File: src/rtl/multicycle_ctrl_fsm.sv
`default_nettype none
// +--------------------------------------------------------------------------+
// | multicycle_ctrl_fsm                                                      |
// | Multi-cycle MIPS control sequencer with memory wait states, a memory     |
// | timeout watchdog and a retired-instruction counter.                      |
// | Optional macro ILLEGAL_TRAP_EN: unsupported opcodes trap to ERROR        |
// | instead of retiring as a NOP.                                            |
// | Revision: 1.0                                                            |
// +--------------------------------------------------------------------------+
module multicycle_ctrl_fsm #(
  parameter int WAIT_LIMIT = 15,
  parameter int CNT_W      = 32
) (
  input  logic             clk,
  input  logic             rst_n,
  input  logic [5:0]       op_code,
  input  logic             mem_ready,
  output logic             pc_w,
  output logic             ir_w,
  output logic             i_or_d,
  output logic             mem_r,
  output logic             mem_w,
  output logic             mem_to_reg,
  output logic             reg_dst,
  output logic             reg_w,
  output logic             alu_src_a,
  output logic [1:0]       alu_src_b,
  output logic [1:0]       alu_op,
  output logic             ext_zero,
  output logic             instr_done,
  output logic [CNT_W-1:0] retired_cnt,
  output logic             err,
  output logic [3:0]       state
);

  typedef enum logic [3:0] {
    RST_S     = 4'd0,
    FETCH     = 4'd1,
    DECODE    = 4'd2,
    MEM_ADDR  = 4'd3,
    MEM_READ  = 4'd4,
    MEM_WB    = 4'd5,
    MEM_WRITE = 4'd6,
    R_EXEC    = 4'd7,
    R_WB      = 4'd8,
    I_EXEC    = 4'd9,
    I_WB      = 4'd10,
    ERROR     = 4'd11
  } state_t;

  localparam logic [5:0] c_OP_R     = 6'b000000;
  localparam logic [5:0] c_OP_ADDIU = 6'b001001;
  localparam logic [5:0] c_OP_ORI   = 6'b001101;
  localparam logic [5:0] c_OP_LW    = 6'b100011;
  localparam logic [5:0] c_OP_SW    = 6'b101011;

  // The counter only needs to reach WAIT_LIMIT-1; it saturates when the watchdog is off.
  localparam int c_WAIT_W = (WAIT_LIMIT > 1) ? $clog2(WAIT_LIMIT) : 1;
  localparam logic [c_WAIT_W-1:0] c_WAIT_LAST = (WAIT_LIMIT > 0) ? c_WAIT_W'(WAIT_LIMIT - 1) : '0;
  localparam logic [c_WAIT_W-1:0] c_WAIT_MAX  = '1;

  state_t              r_state;
  state_t              w_state_nxt;
  logic [5:0]          r_op_q;
  logic [c_WAIT_W-1:0] r_wait_cnt;
  logic [CNT_W-1:0]    r_retired_cnt;
  logic                w_mem_state;
  logic                w_timeout;

  assign w_mem_state = (r_state == FETCH) || (r_state == MEM_READ) || (r_state == MEM_WRITE);
  assign w_timeout   = (WAIT_LIMIT != 0) && w_mem_state && !mem_ready && (r_wait_cnt == c_WAIT_LAST);

  always_comb begin
    w_state_nxt = r_state;
    pc_w        = 1'b0;
    ir_w        = 1'b0;
    i_or_d      = 1'b0;
    mem_r       = 1'b0;
    mem_w       = 1'b0;
    mem_to_reg  = 1'b0;
    reg_dst     = 1'b0;
    reg_w       = 1'b0;
    alu_src_a   = 1'b0;
    alu_src_b   = 2'b00;
    alu_op      = 2'b00;
    ext_zero    = 1'b0;
    instr_done  = 1'b0;
    err         = 1'b0;

    case (r_state)
      RST_S: w_state_nxt = FETCH;

      FETCH: begin
        mem_r     = 1'b1;
        alu_src_b = 2'b01;
        if (mem_ready) begin
          pc_w        = 1'b1;
          ir_w        = 1'b1;
          w_state_nxt = DECODE;
        end else if (w_timeout) begin
          w_state_nxt = ERROR;
        end
      end

      DECODE: begin
        case (op_code)
          c_OP_R:               w_state_nxt = R_EXEC;
          c_OP_ADDIU, c_OP_ORI: w_state_nxt = I_EXEC;
          c_OP_LW, c_OP_SW:     w_state_nxt = MEM_ADDR;
          default: begin
`ifdef ILLEGAL_TRAP_EN
            w_state_nxt = ERROR;
`else
            instr_done  = 1'b1;
            w_state_nxt = FETCH;
`endif
          end
        endcase
      end

      MEM_ADDR: begin
        alu_src_a   = 1'b1;
        alu_src_b   = 2'b10;
        w_state_nxt = (r_op_q == c_OP_SW) ? MEM_WRITE : MEM_READ;
      end

      MEM_READ: begin
        i_or_d = 1'b1;
        mem_r  = 1'b1;
        if (mem_ready)      w_state_nxt = MEM_WB;
        else if (w_timeout) w_state_nxt = ERROR;
      end

      MEM_WB: begin
        reg_w       = 1'b1;
        mem_to_reg  = 1'b1;
        instr_done  = 1'b1;
        w_state_nxt = FETCH;
      end

      MEM_WRITE: begin
        i_or_d = 1'b1;
        mem_w  = 1'b1;
        if (mem_ready) begin
          instr_done  = 1'b1;
          w_state_nxt = FETCH;
        end else if (w_timeout) begin
          w_state_nxt = ERROR;
        end
      end

      R_EXEC: begin
        alu_src_a   = 1'b1;
        alu_op      = 2'b10;
        w_state_nxt = R_WB;
      end

      R_WB: begin
        reg_w       = 1'b1;
        reg_dst     = 1'b1;
        instr_done  = 1'b1;
        w_state_nxt = FETCH;
      end

      I_EXEC: begin
        alu_src_a = 1'b1;
        alu_src_b = 2'b10;
        if (r_op_q == c_OP_ORI) begin
          alu_op   = 2'b11;
          ext_zero = 1'b1;
        end
        w_state_nxt = I_WB;
      end

      I_WB: begin
        reg_w       = 1'b1;
        instr_done  = 1'b1;
        w_state_nxt = FETCH;
      end

      ERROR: err = 1'b1;

      // Unused encodings are treated as a fault rather than silently recovering.
      default: w_state_nxt = ERROR;
    endcase
  end

  always_ff @(posedge clk or negedge rst_n) begin
    if (!rst_n) begin
      r_state       <= RST_S;
      r_op_q        <= 6'd0;
      r_wait_cnt    <= '0;
      r_retired_cnt <= '0;
    end else begin
      r_state <= w_state_nxt;
      if (r_state == DECODE) r_op_q <= op_code;
      // No memory state hands over to another with mem_ready low, so this also clears on entry.
      if (w_mem_state && !mem_ready)
        r_wait_cnt <= (r_wait_cnt == c_WAIT_MAX) ? r_wait_cnt : r_wait_cnt + 1'b1;
      else
        r_wait_cnt <= '0;
      if (instr_done) r_retired_cnt <= r_retired_cnt + 1'b1;
    end
  end

  assign retired_cnt = r_retired_cnt;
  assign state       = r_state;

endmodule
`default_nettype wire

File: config.mk
export PLATFORM = sky130hd
export DESIGN_NAME = multicycle_ctrl_fsm
export DESIGN_NICKNAME = d
export VERILOG_FILES = /design/src/rtl/multicycle_ctrl_fsm.sv
export SDC_FILE = /design/constraint.sdc
export NUM_CORES = 1
export LEC_CHECK = 0
export CAP_MARGIN = 25
export CORE_MARGIN = 3
export CORE_UTILIZATION = 46
export CTS_BUF_LIST = sky130_fd_sc_hd__clkbuf_4 sky130_fd_sc_hd__clkbuf_8
export DETAILED_ROUTE_END_ITERATION = 16
export PLACE_DENSITY_LB_ADDON = 0.3
export SLEW_MARGIN = 10
export SYNTH_ARGS = -nofsm -noshare
export SYNTH_HDL_FRONTEND = slang
export SYNTH_SLANG_ARGS = --single-unit
File: constraint.sdc
create_clock -name clk -period 1.9 [get_ports clk]
set_input_delay 0.19 -clock clk [delete_from_list [all_inputs] [get_ports clk]]
set_output_delay 0.19 -clock clk [all_outputs]
set_load 0.03 [all_outputs]
=== Word-level counts from Yosys, hierarchy flattened ===
Index checks and enable logic that the tools add are counted.

* Flip-flop bits (word level): 46
* Bits of input ports: 9
* Output and inout port bits: 52
* Word-level logic and storage cells: 68

* $add $sub $neg: 2
* Equality and inequality tests: 20
* Multiplexer cells: 26
* Reductions and logical operators: 16

{| class="wikitable"
|+ Operators with widths
! kind !! number
|-
| $pmux W4 S9 || 1
|-
| $add A32 B1 Y32 const B || 1
|-
| $eq A4 B4 Y1 const B || 6
|-
| $mux W4 || 6
|-
| $eq A6 B4 Y1 const B || 3
|-
| $eq A6 B6 Y1 const B || 3
|-
| $eq A4 B3 Y1 const B || 4
|-
| $mux W1 || 13
|-
| $pmux W4 S3 || 1
|-
| $reduce_or A2 Y1 || 5
|-
| $eq A4 B2 Y1 const B || 2
|-
| $pmux W2 S2 || 2
|-
| $logic_not A6 Y1 || 1
|-
| $reduce_or A3 Y1 || 2
|-
| $reduce_or A5 Y1 || 1
|-
| $add A4 B1 Y4 const B || 1
|-
| $eq A4 B1 Y1 const B || 1
|-
| $logic_not A4 Y1 || 1
|-
| $mux W2 || 2
|-
| $reduce_or A4 Y1 || 1
|-
| $pmux W1 S3 || 1
|-
| $logic_and A1 B1 Y1 || 2
|-
| $logic_or A1 B1 Y1 || 2
|-
| $ne A2 B2 Y1 const B || 1
|-
| $logic_not A1 Y1 || 1
|}

=== Longest topological paths before layout ===
Gate-level depths: netlist of run 1.

* Word-level depth: 8
* Mapped depth: 7
* Gate-level depth less buffers: 6

=== Worst setup path after synthesis of run 1 ===
OpenSTA, ideal clock, no wires.

* Path kind: flip-flop to output port
* Start: register r_state[2] (netlist: state[2])
* End: output alu_op[1]
* Arrival: 2304 ps
* Data required time: 1710 ps
* Path slack: -594 ps
* Stages on the path, launching flop included: 4
* Buffers on the path: 0
* Path through: dfrtp_1 -> nand2b_1 -> nor4_1 -> o21bai_1

* Longest elaborated chain between the ends: 2
* Elaborated cells on any way between the ends: 3
* Classes of those cells: eq/ne: 2; mux: 1

{| class="wikitable"
|+ Ends and longest elaborated chain
! item !! RTL line !! text
|-
| from (decl) || 62 || <nowiki>state_t r_state;</nowiki>
|-
| from (signal assigned) || 195 || <nowiki>r_state <= w_state_nxt;</nowiki>
|-
| $eq A4 B4 Y1 or $eq A4 B3 Y1 (tied branches) || 90 || <nowiki>case (r_state)</nowiki>
|-
| $pmux W2 S2 (*) || 90 ||
|-
| to (decl) || 28 || <nowiki>output logic [1:0] alu_op,</nowiki>
|}

Every way passes the cells marked *; elsewhere a longest branch is shown, timed or not.

=== Worst setup path in the final report of run 1 ===
* Start: input op_code[1]
* End: output instr_done

* Longest elaborated chain between the ends: 4
* Elaborated cells on any way between the ends: 8
* Classes of those cells: eq/ne: 4; mux: 2; reduce/logical: 2

{| class="wikitable"
|+ Ends and longest elaborated chain
! item !! RTL line !! text
|-
| from (decl) || 16 || <nowiki>input logic [5:0] op_code,</nowiki>
|-
| $eq A6 B6 Y1, or another cell as far along || 106 || <nowiki>case (op_code)</nowiki>
|-
| $reduce_or A5 Y1 (no source line) (*) || -- ||
|-
| $mux W1 (*) || 106 ||
|-
| $pmux W1 S3 (*) || 90 ||
|-
| to (decl) || 30 || <nowiki>output logic instr_done,</nowiki>
|}

Marks and branches as above.

==> out/qor.csv, run 1 <==
stage,metric,value,unit
yosys,Cells after Synth,250,
pwr,leakage,1.60,nW
route,total wire length,6.32,mm
worst_setup_path,Worst setup EP type,output pin,
route,remaining antenna violation count,0,
clocking,Clock Tree Buf Depth,2,
clocking,CTS Root Cell,clkbuf_8,
yosys,"FF+latch count, synth",46,
final_layout,Finished Layout Cells,417,
pwr,pwr dens,452,mW/mm2
final_layout,Layout Nets,358,
placed_design,placed cell area,0.00345,mm2
final_layout,"leading cell type in the layout, fill and taps excluded",dfrtp_1,
placed_design,placed insts,402,
sta,max_slew headroom,70.3,%
placed_design,Port Buffers,60,
final_layout,area growth from synthesis to layout,44.7,%
yosys,Yosys warnings,0,
final_layout,fin area,0.00368,mm2
route,initial drt markers,91,
sta,max-slew violations,0,
global_routing,largest net degree at the start of global routing,30,
final_layout,most frequent cells in the layout,"dfrtp_1 (42), buf_4 (41), clkdlybuf4s50_1 (38)",
worst_setup_path,CP Launch Type,input pin,
global_routing,vias in the first global route,2355,
floorplan,Die ar.,0.00646,mm2
clocking,Sink Count,46,
route,vias per inst,5.40,
clocking,CTS H-tree lvls,2,
floorplan,Core ar.,0.00524,mm2
sta,clock period minus worst slack,1.90,ns
floorplan,IO Count,61,
worst_setup_path,"Req. time, crit path",1.71,ns
worst_setup_path,Worst Path Buf+Inv,3,
worst_setup_path,Worst path max stage delay,0.57,ns
pwr,peak supply drop,0.449,mV
route,first-pass iteration count of the detailed router,4,
yosys,"Seq/Total Area, Yosys",45.2,%
floorplan,Die W,80.4,um
floorplan,Die Ht,80.4,um
floorplan,Std-Cell Rows,26,
yosys,Syn Nets,262,
route,DR DRC count,0,
worst_setup_path,"critical path, cell by cell","dlygate4sd2_1, or4_4, a311oi_4, inv_4, buf_6",
floorplan,starting density of the core,48.6,%
run_status,status,completed,
flow_run,max-cap violations,0,
route,Vias,2253,
sta,final hold violation count,0,
yosys,main flop type after synthesis,dfrtp_1,
placed_design,RePlAce Congestion,0.828,
sta,setup TNS,0,ns
sta,fin crit share,99.9,%
global_routing,Overflow after GRT,0,
clocking,clock insertion delay at the later pin of the skew report,0.30,ns
final_layout,ant diodes,0,
global_routing,initial antenna violation count,0,
sta,final setup fails,0,
clocking,total CTS buffers,5,
yosys,fraction of registers with async set/reset,100,%
worst_setup_path,CP max stage cell,or4_4,
global_routing,first-pass GRT wire length,10.7,mm
clocking,Worst-path clk slew,0.08,ns
final_layout,Finished Core Util,70.3,%
sta,RSZ-0062 raised after global routing,true,
sta,Slew @ Worst Pin,0.444,ns
yosys,Mean Syn Cell Area,10.2,um2
worst_setup_path,CP max FO,4,
worst_setup_path,Crit Path Class,input pin to output pin,
clocking,TritonCTS clock tree,yes,
route,per-cell routed wire length,15.1,um
placed_design,post-DP HPWL,4.57,mm
worst_setup_path,cell family with most CP delay,simple AND/OR/NAND/NOR gates,
global_routing,Total GRT Usage,21.1,%
yosys,Post-Syn Area,0.00254,mm2
yosys,Post-synth EDFFs,0,
final_layout,share of layout cells above drive strength 1,29.1,%
sta,Peak Freq,527,MHz
yosys,synth unique cells,50,
worst_setup_path,CP Data Arrival Time,1.71,ns
sta,clk_skew,0.00730,ns
min_path,Hold Crit Class,input pin to flip-flop,
==> cell families after synthesis <==
logic type / after synthesis / share of synthesized area (%)
adders and majority gates: 3 / 1.48
and+or+nand+nor: 122 / 28.6
AOI/OAI and AO/OA: 26 / 7.37
buffers and inverters: 14 / 3.29
muxes: 6 / 2.65
DFF: 46 / 45.2
xor gates and xnor gates: 33 / 11.4
==> synthesized netlist by cell type (all sizes together) (2+ instances only) <==
library cell / number / share of area (%)
xnor2: 22 / 7.6
a21o: 2 / 0.59
a21boi: 3 / 0.88
nand2b: 4 / 1.3
a22oi: 2 / 0.59
dfrtp: 46 / 45
clkbuf: 4 / 0.59
buf: 6 / 2.0
nor2: 16 / 2.4
nand2: 26 / 3.8
or3: 2 / 0.49
a21oi: 7 / 1.4
nor4: 9 / 3.4
o21ai: 3 / 0.59
o21bai: 2 / 0.59
nand4: 16 / 4.2
mux2: 6 / 2.7
nor3: 15 / 4.4
ha: 3 / 1.5
o31ai: 2 / 0.59
nor3b: 3 / 1.1
inv: 4 / 0.69
xor2: 11 / 3.8
and3: 6 / 1.5
nand3: 17 / 3.5
==> layout make-up <==
class / instances / area (um2)
clock buffer: 7 / 90.1
clock inverter: 1 / 5.00
fill: 422 / 1550
inverter: 4 / 17.5
multi-input combinational: 190 / 1450
sequential: 46 / 1160
tap: 70 / 87.6
timing repair buffer: 99 / 875
==> report_power, final <==
part | switching, W | internal, W | leakage [nW]
clock | 0.000320 | 0.000308 | 0.0517
combinational | 0.0000343 | 0.0000233 | 0.983
sequential | 0 | 0.000978 | 0.562
total | 0.000354 | 0.00131 | 1.60
==> metrics by stage <==
| step | setup WS [ns] | total power [W] | hold slack, ns |
|---|---|---|---|
| after floorplan | -0.0231 | 0.00100 | -0.106 |
| after global placement | -0.593 | 0.00105 | 0.135 |
| after detailed placement | -0.595 | 0.00105 | 0.141 |
| after CTS | -0.193 | 0.00167 | 0.350 |
| after global routing | -0.0434 | 0.00173 | 0.219 |
| final | 0.00247 | 0.00166 | 0.210 |
==> sequential cells by signal (all words and copies together), names as in the netlist <==
signal and flops:
state 4, r_op_q 6, retired_cnt 32, r_wait_cnt 4
==> routing by layer <==
metal | GRT usage [%] | up-vias | share of wire, %
met1 | 26.6 | 1098 | 44
li1 | - | 1085 | -
met5 | 0 | - | 0
met3 | 3.81 | 9 | 4.0
met2 | 35.4 | 61 | 50
met4 | 8.78 | 0 | 1.7
==> final timing paths <==
kind | from | endpoint | slack, ns | cells after the start
max | op_code[1] | instr_done | 0.002 | 5
min reg2reg | retired_cnt[31] | retired_cnt[31] | 0.48 | 1
min | op_code[3] | r_op_q[3] | 0.21 | 2
max reg2reg | state[3] | retired_cnt[26] | 0.04 | 7
max in group asynchronous | rst_n | state[3] | 0.84 | 3
min in group asynchronous | rst_n | retired_cnt[14] | 0.33 | 2
==> what timing repair did <==
| item | in CTS | in global routing |
|---|---|---|
| endpoints found under the setup margin | 41 | 32 |
| buffers inserted | 5 | 1 |
| gates resized for setup | 19 | 27 |
| endpoints found under the hold margin | 17 | 0 |
| pin swaps | 1 | 10 |
| hold buffers | 1 | 0 |
Note: power is estimated with default switching activity, not from simulation.
==> inputs of run 2 (changes only) <==
--- a/config.mk
+++ b/config.mk
@@ -9,3 +9,3 @@
 export CORE_MARGIN = 3
-export CORE_UTILIZATION = 46
+export CORE_UTILIZATION = 51
 export CTS_BUF_LIST = sky130_fd_sc_hd__clkbuf_4 sky130_fd_sc_hd__clkbuf_8
--- a/constraint.sdc
+++ b/constraint.sdc
@@ -3,2 +3,2 @@
 set_output_delay 0.19 -clock clk [all_outputs]
-set_load 0.03 [all_outputs]
+set_load 0.02 [all_outputs]
==> out/qor.csv, run 2 (synthesized netlist as in run 1, its figures left out) <==
stage,metric,value,unit,change
clocking,total CTS buffers,5,,unchanged
clocking,CTS H-tree lvls,2,,unchanged
route,total wire length,6.26,mm,-0.87%
global_routing,initial antenna violation count,0,,unchanged
sta,fin crit share,97.7,%,-2.2 points
global_routing,largest net degree at the start of global routing,31,,+3.3%
floorplan,Die W,76.6,um,-4.7%
worst_setup_path,Reg-to-Reg Start,state[1],,
final_layout,share of layout cells above drive strength 1,26.3,%,-2.8 points
floorplan,starting density of the core,53.2,%,+4.6 points
pwr,switch share,21.6,%,+0.31 points
sta,RSZ-0062 raised after global routing,true,,
clocking,clock insertion delay at the later pin of the skew report,0.30,ns,about the same
final_layout,Layout Nets,353,,-1.4%
worst_setup_path,Crit Path Class,flip-flop to output pin,,
min_path,hold endpoint,r_op_q[0],,
pwr,NetSw,0.000356,W,+0.48%
min_path,Hold Crit Class,input pin to flip-flop,,
pwr,Int Power,0.00129,W,-1.3%
final_layout,Reg area,0.00115,mm2,-0.11%
worst_setup_path,"Req. time, crit path",1.71,ns,about the same
worst_setup_path,Worst setup EP type,output pin,,
sta,max-slew violations,0,,unchanged
clocking,Worst-path clk slew,0.08,ns,about the same
min_path,Hold Path Cell Cnt,2,,unchanged
final_layout,Finished Core Util,76.1,%,+5.7 points
pwr,peak supply drop,0.568,mV,+26%
floorplan,IO Count,61,,unchanged
pwr,clock share of power,37.5,%,-0.3 points
global_routing,vias in the first global route,2300,,-2.3%
run_status,status,completed,,
pwr,leakage,1.55,nW,-2.6%
floorplan,Core ar.,0.00479,mm2,-8.6%
flow_run,max-cap violations,0,,unchanged
pwr,pwr dens,453,mW/mm2,+0.25%
route,DR DRC count,0,,unchanged
final_layout,area growth from synthesis to layout,43.0,%,
route,first-pass iteration count of the detailed router,4,,unchanged
final_layout,"leading cell type in the layout, fill and taps excluded",dfrtp_1,,
global_routing,Overflow after GRT,0,,unchanged
sta,clk_skew,0.00366,ns,-0.00364 ns
sta,final hold violation count,0,,unchanged
route,Vias,2277,,+1.1%
route,per-cell routed wire length,15.3,um,+1.1%
pwr,sequential share of power,59.4,%,+0.6 points
pwr,Pwr Total,0.00165,W,-0.94%
final_layout,area occupied by multi-input gates,0.00141,mm2,-2.8%
route,vias per inst,5.57,,+3.0%
floorplan,Die Ht,76.6,um,-4.7%
clocking,Clock Tree Buf Depth,2,,unchanged
global_routing,first-pass GRT wire length,10.7,mm,+0.38%
final_layout,number of flip-flops in the largest register,32,,unchanged
sta,clock period minus worst slack,1.86,ns,-0.0416 ns
global_routing,Total GRT Usage,22.5,%,+1.4 points
worst_setup_path,CP Launch Type,flip-flop,,
final_layout,most frequent cells in the layout,"dfrtp_1 (43), clkdlybuf4s50_1 (38), nand2_1 (26), buf_4 (26), xnor2_1 (22)",,
sta,final setup fails,0,,unchanged
sta,setup TNS,0,ns,unchanged
placed_design,post-DP HPWL,4.51,mm,-1.4%
route,initial drt markers,104,,+14%
min_path,hold path start,op_code[0],,
clocking,Sink Count,46,,unchanged
worst_setup_path,flop-to-flop setup slack,0.07,ns,+0.03 ns
floorplan,Std-Cell Rows,25,,-3.8%
worst_setup_path,worst r2r dst,retired_cnt[9],,
placed_design,Port Buffers,60,,unchanged
final_layout,ant diodes,0,,unchanged
clocking,TritonCTS clock tree,yes,,
route,remaining antenna violation count,0,,unchanged
clocking,CTS Root Cell,clkbuf_8,,
placed_design,RePlAce Congestion,0.844,,+1.9%
worst_setup_path,CP max FO,3,,-1
final_layout,fillers,346,,-18%
worst_setup_path,FF-to-FF path depth,8,,+1
worst_setup_path,CP Data Arrival Time,1.67,ns,-0.04 ns
floorplan,Die ar.,0.00587,mm2,-9.1%
sta,max_slew headroom,57.3,%,-13 points
pwr,combinational power share,3.2,%,-0.3 points
sta,Peak Freq,539,MHz,+2.2%
sta,Slew @ Worst Pin,0.640,ns,+0.196 ns
-- run 2: cell types whose count changed in the layout (fill, tap and decap cells not counted), sizes merged --
| cell | delta |
|---|---|
| clkdlybuf4s15 | +4 |
| clkinvlp | +1 |
| dlygate4sd2 | +3 |
| clkbuf | -1 |
| dlymetal6s2s | -2 |
| buf | -10 |
-- run 2: routing by layer --
metal / vias up / global-route usage [%] / share of wire (%)
li1: 1078 / - / -
met1: 1079 / 26.4 / 41
met2: 102 / 39.9 / 51
met3: 18 / 4.49 / 5.4
met4: 0 / 9.42 / 2.3
met5: - / 0 / 0
-- run 2: per-stage QoR --
step           setup WS [ns]  cells  hold WS [ns]  instance area [um2]
6_report              0.0441    409         0.192                 3640
5_1_grt              -0.0321    409         0.194                 3640
4_1_cts              0.00506    408         0.188                 3580
3_5_place_dp          -0.517    394         0.250                 3400
3_3_place_gp          -0.478    394         0.245                 3400
2_1_floorplan       0.000120    250        -0.106                 2570
-- run 2: repair_timing --
action	in CTS	in global routing
endpoints found under the hold margin	29	0
resized for setup	47	25
pin swaps	3	15
endpoints found under the setup margin	40	18
cloned	1	0
buffers inserted	4	1
hold buffers	1	0
-- run 2: cell type report --
cell class | count | area share [%]
repair buffers | 94 | 24.1
well taps | 67 | 2.30
flip-flops and latches | 46 | 31.7
inverters | 4 | 0.481
clock inverters | 2 | 0.344
multi-input cells | 190 | 38.8
clock buffers | 6 | 2.27
-- run 2: how the worst max path moves through the flow --
stage / start / endpoint / slack, ns / cells after the start
2_1_floorplan: state[1] / retired_cnt[21] / 0.0001 / 6
3_3_place_gp: op_code[5] / instr_done / -0.48 / 5
3_5_place_dp: op_code[0] / instr_done / -0.52 / 6
4_1_cts: state[1] / alu_op[1] / 0.005 / 4
5_1_grt: state[1] / instr_done / -0.03 / 6
6_report: state[1] / instr_done / 0.04 / 6
-- run 2: power by group through the flow --
stage / combinational (W) / sequential [W] / clock, W
final: 0.0000521 / 0.000978 / 0.000618
after global routing: 0.0000591 / 0.000978 / 0.000673
after CTS: 0.0000535 / 0.000978 / 0.000630
after detailed placement: 0.0000537 / 0.000998 / 0
after global placement: 0.0000528 / 0.000998 / 0
after floorplan: 0.00000448 / 0.000998 / 0
-- run 2: worst max-delay path: stages (launching register included) --
cell and delay (ns):
dfrtp_1 0.43, buf_6 0.13, nand4b_1 0.10, a21oi_2 0.08, a311oi_4 0.43, inv_4 0.06
buf_6 0.14
